--- src/rtl/watchdog_multi.sv ---
`default_nettype none
// ============================================================================
//  Module   : watchdog_multi
//  Brief    : NUM_CH independent heartbeat watchdogs. Each channel warns after
//             WARN_CYC silent cycles and trips (sticky) after TIMEOUT_CYC.
//             Any trip event fires a RST_PULSE-cycle force_reset pulse and
//             latches the lowest tripping channel index into fault_chan.
//  Options  : WD_WINDOW_EN - when defined, a kick arriving while the counter
//             is below WIN_MIN is treated as a fault and trips the channel.
//  Revision : 1.0 - initial release
// ============================================================================
module watchdog_multi #(
  parameter int NUM_CH      = 4,
  parameter int CNT_W       = 32,
  parameter int TIMEOUT_CYC = 1000,
  parameter int WARN_CYC    = 750,
  parameter int WIN_MIN     = 100,
  parameter int RST_PULSE   = 16
) (
  input  logic                                          clk,
  input  logic                                          rstn,
  input  logic [NUM_CH-1:0]                             enable,
  input  logic [NUM_CH-1:0]                             heartbeat,
  input  logic [NUM_CH-1:0]                             clear,
  output logic [NUM_CH-1:0]                             warning,
  output logic [NUM_CH-1:0]                             triggered,
  output logic [NUM_CH-1:0]                             early_fault,
  output logic                                          force_reset,
  output logic [((NUM_CH > 1) ? $clog2(NUM_CH) : 1)-1:0] fault_chan
);

  localparam int c_fc_w = (NUM_CH > 1) ? $clog2(NUM_CH) : 1;
  localparam int c_pw   = $clog2(RST_PULSE + 1);

  // Per-channel state encoding
  localparam logic [1:0] c_st_disabled = 2'd0;
  localparam logic [1:0] c_st_run      = 2'd1;
  localparam logic [1:0] c_st_warn     = 2'd2;
  localparam logic [1:0] c_st_tripped  = 2'd3;

  // Thresholds are compared against the count held before the edge, so the
  // N-th silent edge is the one that sees a count of N-1.
  localparam logic [CNT_W-1:0] c_one        = CNT_W'(1);
  localparam logic [CNT_W-1:0] c_warn_m1    = CNT_W'(WARN_CYC - 1);
  localparam logic [CNT_W-1:0] c_timeout_m1 = CNT_W'(TIMEOUT_CYC - 1);
  localparam logic [c_pw-1:0]  c_pulse_load = c_pw'(RST_PULSE - 1);

`ifdef WD_WINDOW_EN
  localparam logic [CNT_W-1:0] c_win_min = CNT_W'(WIN_MIN);
`endif

  logic [NUM_CH-1:0] w_trip;
  logic              w_trip_evt;
  logic [c_fc_w-1:0] w_low_idx;
  logic [c_pw-1:0]   r_pulse_cnt;
  logic              r_force;
  logic [c_fc_w-1:0] r_fault_chan;

  genvar gi;
  for (gi = 0; gi < NUM_CH; gi++) begin : g_ch
    logic [1:0]       r_state;
    logic [1:0]       w_nxt_state;
    logic [CNT_W-1:0] r_cnt;
    logic [CNT_W-1:0] w_nxt_cnt;
    logic             w_trip_ch;
    logic             w_early_trip;
    logic             r_warn;
    logic             r_trig;

`ifdef WD_WINDOW_EN
    // A kick that arrives too soon after the previous one (or after enable)
    assign w_early_trip = (r_state == c_st_run) && enable[gi] && heartbeat[gi]
                          && !clear[gi] && (r_cnt < c_win_min);
`else
    assign w_early_trip = 1'b0;
`endif

    // Next-state and counter rules for one channel
    always_comb begin
      w_nxt_state = r_state;
      w_nxt_cnt   = r_cnt;
      w_trip_ch   = 1'b0;
      case (r_state)
        c_st_disabled: begin
          w_nxt_cnt = '0;
          if (enable[gi]) w_nxt_state = c_st_run;
        end
        c_st_run, c_st_warn: begin
          if (!enable[gi]) begin
            w_nxt_state = c_st_disabled;
            w_nxt_cnt   = '0;
          end else if (heartbeat[gi]) begin
            if (w_early_trip) begin
              w_nxt_state = c_st_tripped;
              w_trip_ch   = 1'b1;
            end else begin
              w_nxt_state = c_st_run;
              w_nxt_cnt   = '0;
            end
          end else if (r_cnt >= c_timeout_m1) begin
            // A coincident clear suppresses the trip; the count then holds
            // at the threshold so the channel trips once clear drops.
            if (!clear[gi]) begin
              w_nxt_state = c_st_tripped;
              w_nxt_cnt   = r_cnt + c_one;
              w_trip_ch   = 1'b1;
            end
          end else begin
            w_nxt_cnt = r_cnt + c_one;
            if (r_cnt >= c_warn_m1) w_nxt_state = c_st_warn;
          end
        end
        c_st_tripped: begin
          if (clear[gi]) begin
            w_nxt_state = c_st_disabled;
            w_nxt_cnt   = '0;
          end
        end
        default: begin
          w_nxt_state = c_st_disabled;
          w_nxt_cnt   = '0;
        end
      endcase
    end

    // Channel state, counter and registered status flags
    always_ff @(posedge clk or negedge rstn) begin
      if (!rstn) begin
        r_state <= c_st_disabled;
        r_cnt   <= '0;
        r_warn  <= 1'b0;
        r_trig  <= 1'b0;
      end else begin
        r_state <= w_nxt_state;
        r_cnt   <= w_nxt_cnt;
        r_warn  <= (w_nxt_state == c_st_warn);
        r_trig  <= (w_nxt_state == c_st_tripped);
      end
    end

`ifdef WD_WINDOW_EN
    logic r_early;
    // Early-kick cause flag, alive exactly as long as the channel is tripped
    always_ff @(posedge clk or negedge rstn) begin
      if (!rstn) begin
        r_early <= 1'b0;
      end else if (w_nxt_state != c_st_tripped) begin
        r_early <= 1'b0;
      end else if (w_early_trip) begin
        r_early <= 1'b1;
      end
    end
    assign early_fault[gi] = r_early;
`else
    assign early_fault[gi] = 1'b0;
`endif

    assign w_trip[gi]    = w_trip_ch;
    assign warning[gi]   = r_warn;
    assign triggered[gi] = r_trig;
  end

  assign w_trip_evt = |w_trip;

  // Lowest index among channels tripping on this edge
  always_comb begin
    w_low_idx = '0;
    for (int i = NUM_CH - 1; i >= 0; i--) begin
      if (w_trip[i]) w_low_idx = c_fc_w'(i);
    end
  end

  // Reset pulse generator; every trip event reloads the full length
  always_ff @(posedge clk or negedge rstn) begin
    if (!rstn) begin
      r_pulse_cnt  <= '0;
      r_force      <= 1'b0;
      r_fault_chan <= '0;
    end else if (w_trip_evt) begin
      r_pulse_cnt  <= c_pulse_load;
      r_force      <= 1'b1;
      r_fault_chan <= w_low_idx;
    end else if (r_pulse_cnt != '0) begin
      r_pulse_cnt <= r_pulse_cnt - c_pw'(1);
    end else begin
      r_force <= 1'b0;
    end
  end

  assign force_reset = r_force;
  assign fault_chan  = r_fault_chan;

endmodule
`default_nettype wire

--- config.mk ---
export PLATFORM = sky130hd
export DESIGN_NAME = watchdog_multi
export DESIGN_NICKNAME = d
export VERILOG_FILES = /design/src/rtl/watchdog_multi.sv
export SDC_FILE = /design/constraint.sdc
export NUM_CORES = 1
export LEC_CHECK = 0
export ABC_CLOCK_PERIOD_IN_PS = 2670
export CAP_MARGIN = 10
export CORE_AREA = 2 2 133 135
export DETAILED_ROUTE_END_ITERATION = 10
export DIE_AREA = 0 0 135 137
export HOLD_SLACK_MARGIN = 0.06
export PLACE_DENSITY = 0.71
export SLEW_MARGIN = 20
export SYNTH_ARGS = -nofsm -noshare
export SYNTH_HDL_FRONTEND = slang
export SYNTH_SLANG_ARGS = --single-unit
--- constraint.sdc ---
create_clock -name clk -period 2.67 [get_ports clk]
set_clock_uncertainty 0.05 [all_clocks]
set_input_delay 0.6675 -clock clk [delete_from_list [all_inputs] [get_ports clk]]
set_output_delay 0.6675 -clock clk [all_outputs]
set_load 0.01 [all_outputs]
* Yosys cells after proc, flatten, opt, wreduce, memory -nomap -nowiden
Index checks and enable logic that the tools add are counted.
Storage, ports and cells: register bits 152, input port bits 14, output and inout port bits 15, word-level logic and storage cells 160
Operators by class: $add $sub $neg 5, magnitude comparators 8, eq/ne operators 29, mux-type cells 84, reduce and logical (&&, ||, !) cells 15
Operator list (number):
- $mux W32 | 20
- $pmux W32 S3 | 4
- $ge A32 B10 Y1 const B | 8
- $add A32 B1 Y32 const B | 4
- $mux W2 | 32
- $eq A2 B2 Y1 const B | 16
- $pmux W2 S3 | 4
- $mux W1 | 22
- $ne A5 B5 Y1 const B | 4
- $mux W5 | 2
- $ne A2 B2 Y1 const B | 5
- $eq A2 B1 Y1 const B | 4
- $logic_not A2 Y1 | 4
- $reduce_and A2 Y1 | 4
- $reduce_or A2 Y1 | 4
- $reduce_bool A5 Y1 | 1
- $sub A5 B1 Y5 const B | 1
- $reduce_or A4 Y1 | 1
- $reduce_bool A2 Y1 | 1

* Depth between registers and ports, before layout
word-level depth 9, depth in mapped cells 10, depth with buffers taken out 8

* Least setup slack after synthesis
No wires, ideal clock.
path type register to register, from register g_ch[2].r_cnt[0], to register g_ch[2].r_cnt[30], setup time 0.132 ns, arrival time 2.188 ns, data required time 2.488 ns, slack 0.300 ns, stages on the path, launching flop included 10, path buffers 2, clock period less this slack 2.370 ns, cell sequence dfrtp_1 ha_1 a211o_1 and3_1 o311a_1 buf_6 buf_6 nor4_2 xnor2_1 nor2_1
Between the ends: cells in the longest elaborated chain, start to end 6, elaborated cells on any way between the ends 9, classes of those cells add/sub: 1; order compare: 1; eq/ne: 1; mux: 5; reduce/logical: 1
Ends and longest elaborated chain:
- start, declared | line 63 | logic [CNT_W-1:0] r_cnt;
- start signal, assigned | line 135 | r_cnt <= w_nxt_cnt;
- $add A32 B1 Y32 | line 105, 109
- $mux W32 | line 103 | if (!clear[gi]) begin
- $mux W32 | line 100 | end else if (r_cnt >= c_timeout_m1) begin
- $mux W32 | line 92 | end else if (heartbeat[gi]) begin
- $mux W32 | line 89 | if (!enable[gi]) begin
- $pmux W32 S3 | line 83 | case (r_state)
Parallel ways exist; a longest one is shown, timed or not. The select of a mux whose other input is x is not followed. A chain may end at the register's enable or synchronous reset.

* Final worst setup path
from register g_ch[2].r_cnt[1], to register g_ch[2].r_cnt[11]
Same word-level chain as after synthesis.

==> flow_metrics.tcl <==
set metrics [dict create \
    wirelength_um 22000 \
    die_area_sq_mm 0.0185 \
    r2r_start "g_ch[2].r_cnt[1]" \
    slowest_delay_ns 0.43 \
    yosys.area.top_type "dfrtp_1" \
    grt_overflow 0 \
    setup_tns_ns 0 \
    ff2ff_path_depth 7 \
    crit_path_end_kind "flop" \
    yosys.area.top_type_share_pct 41.5 \
    start_kind "flop" \
    fmax_mhz 398 \
    drive_gt1_share_pct 11.9 \
    crit_fanout 9 \
    core-area_sq_mm 0.0171 \
    cts-hold-fix-buffers 0 \
    antenna_cells 0 \
    switchingPower_uw 1470 \
    slew_viol_final 0 \
    cts-htree-levels 4 \
    yosys_warnings 0 \
    ys.flop_type "dfrtp_1" \
    syn_inst 1045 \
    synth.avg_cell_area_sq_um 8.76 \
    drtAntennaViolNets 0 \
    synth.top_cells.by_count "dfrtp_1 (152), nor2_1 (101), nand2_1 (90), o21ai_0 (68), nand3_1 (64)" \
    drv_cap 0 \
    timing.final.crit_share_pct 94.1 \
    grt_max_degree 51 \
    dp_cells 1306 \
    p_seq_share_pct 43.0 \
    dr.pass1.iters 5 \
    fillCellCount 1486 \
    p_total_uw 5560 \
    async_flop_share_pct 100 \
    grt_pass1_wl_um 37400 \
    netSwitchingFraction_pct 26.5 \
    nets 1136 \
    yosysMostFrequentCell "dfrtp_1" \
    status "finished, final reports clean" \
    route.detailed.drc 0 \
    ys_types 74 \
    endpoint "g_ch[2].r_cnt[11]" \
    seq_area_frac_synth_pct 41.5 \
    cts_root_buf "clkbuf_16" \
    fp.dieW_um 135 \
    mappedNetlistArea_sq_mm 0.00916 \
    clockPowerShare_pct 44.2 \
    slowest_stage "dfrtp_1" \
    period_minus_slack_ns 2.51 \
    post_cts.repair.setup_buffers 0 \
    drt_iter0_drc 678 \
    cts_buffers 17 \
    dp_hpwl_um 15400 \
    numPortBuffers 24 \
    die_y_um 137 \
    slew_headroom_pct 57.1 \
    rsz0062_at_grt "no" \
    power.leakage_uw 0.00429 \
    synth_edf_count 0 \
    r2r_slack_ns 0.16 \
    worst_slew_pin_slew_ns 0.635 \
    ir_drop_mv 0.444 \
    pin_count 29 \
    clkTransAtPathRegs_ns 0.06 \
    clock-sinks 152 \
    grt_pass1_vias 7555 \
    setup_violations 0 \
    clock_path_buffers 2 \
    cp-startpoint "g_ch[2].r_cnt[1]" \
    required_ns 2.92 \
    reg2reg_to "g_ch[2].r_cnt[11]" \
    intPower_uw 4080 \
    start_util_pct 53.7 \
    power_frac_comb_pct 12.7 \
    via_count 8026 \
    gp_congestion 0.844 \
    cts_tree "done" \
    insertion_delay_ns 0.43 \
    groute.usage.overall_pct 24.9 \
    rows 48 \
    ys_ff_latch 152 \
    cp_data_arrival_time_ns 2.77 \
    crit_chain "ha_1 > a211o_1 > and3_1 > o311ai_2 > nand2_1 > o21ai_0 > o41ai_1" \
    final_cells 1337 \
    wl_per_cell_um 16.4 \
    via_per_inst 6.00 \
    holdWs_ns 0.125 \
    hp-class "input pin to asynchronous set/reset pin" \
    antenna_found_initial 0 \
    hold_violations 0 \
    p_per_area_mw_per_mm2 526 \
    syn_to_final_growth_pct 15.4 \
    criticalPathCategory "flop to flop" \
    ys_top_cells_by_area "dfrtp_1 (42%), nor2_1 (4.1%), o21ai_0 (3.7%)" \
]
per-layer routing:
layer	wire (um)	up-vias	GRT usage, %
li1	-	3938	-
met1	10500	3855	35.0
met2	10200	210	39.9
met3	1010	23	4.96
met4	242	0	6.13
met5	0	-	0
area by class of cell:
cell class,instances,area [sq um],area share [%]
multi-input cells,806,4960,46.9
flip-flops and latches,152,3800,36.0
repair buffers,91,807,7.64
clock buffers,18,439,4.16
well taps,225,282,2.66
clock inverters,13,155,1.47
inverters,32,120,1.14
power groups by stage:
stage	sequential [uW]	combinational (uW)	clock [uW]
after global placement	2430	683	0
after detailed placement	2440	695	0
after floorplan	2430	429	0
after global routing	2390	798	2590
final	2390	708	2460
after CTS	2390	701	2480
cells by family (layout without fill, tap and decap cells):
logic type               count (synthesis)  in the layout  share of synthesized area [%]
AO/OA/AOI/OAI                          209            209                           14.5
multiplexers                             4              4                          0.451
adder cells (fa/ha/maj)                 22             22                           3.01
XOR/XNOR                                56             56                           5.36
other                                    1              4                         0.0410
flip-flops                             152            152                           41.5
AND/OR/NAND/NOR                        511            511                           30.4
buffers and inverters                   90            154                           4.67
critical path: cells and delay by family, from the launching register on:
| family | cells | cell delay, ns |
|---|---|---|
| AOI/OAI and AO/OA | 4 | 1.12 |
| DFF | 1 | 0.43 |
| adders and majority gates | 1 | 0.25 |
| and+or+nand+nor | 2 | 0.54 |
per-stage QoR:
stage / instance area (sq um) / setup slack [ns] / utilization [%]
final: 10600 / 0.157 / 61.9
after global routing: 10600 / 0.000153 / 61.9
after CTS: 10500 / 0.0820 / 61.8
after detailed placement: 9950 / 0.0356 / 58.3
after global placement: 9950 / 0.111 / 58.3
after floorplan: 9170 / 0.300 / -
state kept, by name, summed over array words and instances, names as in the netlist:
name	cells
force_reset	1
fault_chan	2
g_ch.r_cnt	128
r_pulse_cnt	5
g_ch.r_warn	4
g_ch.r_state	8
g_ch.r_trig	4
repair_timing:
| item | in CTS | in global routing |
|---|---|---|
| setup endpoints to repair | 0 | 4 |
| hold endpoints to repair | 0 | 0 |
| resized for setup | 0 | 5 |
layout by cell type, fill, tap and decap left out, types with 4 or more instances in the layout:
| cell type | n |
|---|---|
| a211oi_1 | 8 |
| a21oi_1 | 53 |
| a31oi_1 | 11 |
| and2_1 | 10 |
| and3_1 | 32 |
| and4_1 | 7 |
| buf_12 | 5 |
| buf_4 | 62 |
| clkbuf_16 | 17 |
| clkdlybuf4s50_1 | 23 |
| clkinv_2 | 5 |
| conb_1 | 4 |
| dfrtp_1 | 152 |
| ha_1 | 22 |
| inv_1 | 32 |
| nand2_1 | 90 |
| nand2b_1 | 11 |
| nand3_1 | 64 |
| nand3b_1 | 5 |
| nand4_1 | 51 |
| nor2_1 | 101 |
| nor2b_1 | 7 |
| nor3_1 | 24 |
| nor3_2 | 7 |
| nor4_1 | 29 |
| nor4_2 | 7 |
| o211ai_1 | 9 |
| o21ai_0 | 68 |
| o31ai_1 | 14 |
| o41ai_1 | 4 |
| or3_1 | 36 |
| or4_1 | 13 |
| xnor2_1 | 31 |
| xor2_1 | 25 |
worst min path at each step:
stage / endpoint / startpoint
floorplan: fault_chan[0] / rstn
global placement: force_reset / force_reset
detailed placement: force_reset / force_reset
CTS: g_ch[2].r_cnt[6] / rstn
global route: g_ch[2].r_cnt[8] / rstn
finish: g_ch[2].r_cnt[8] / rstn
No activity file was read; power rests on OpenSTA's default activity.
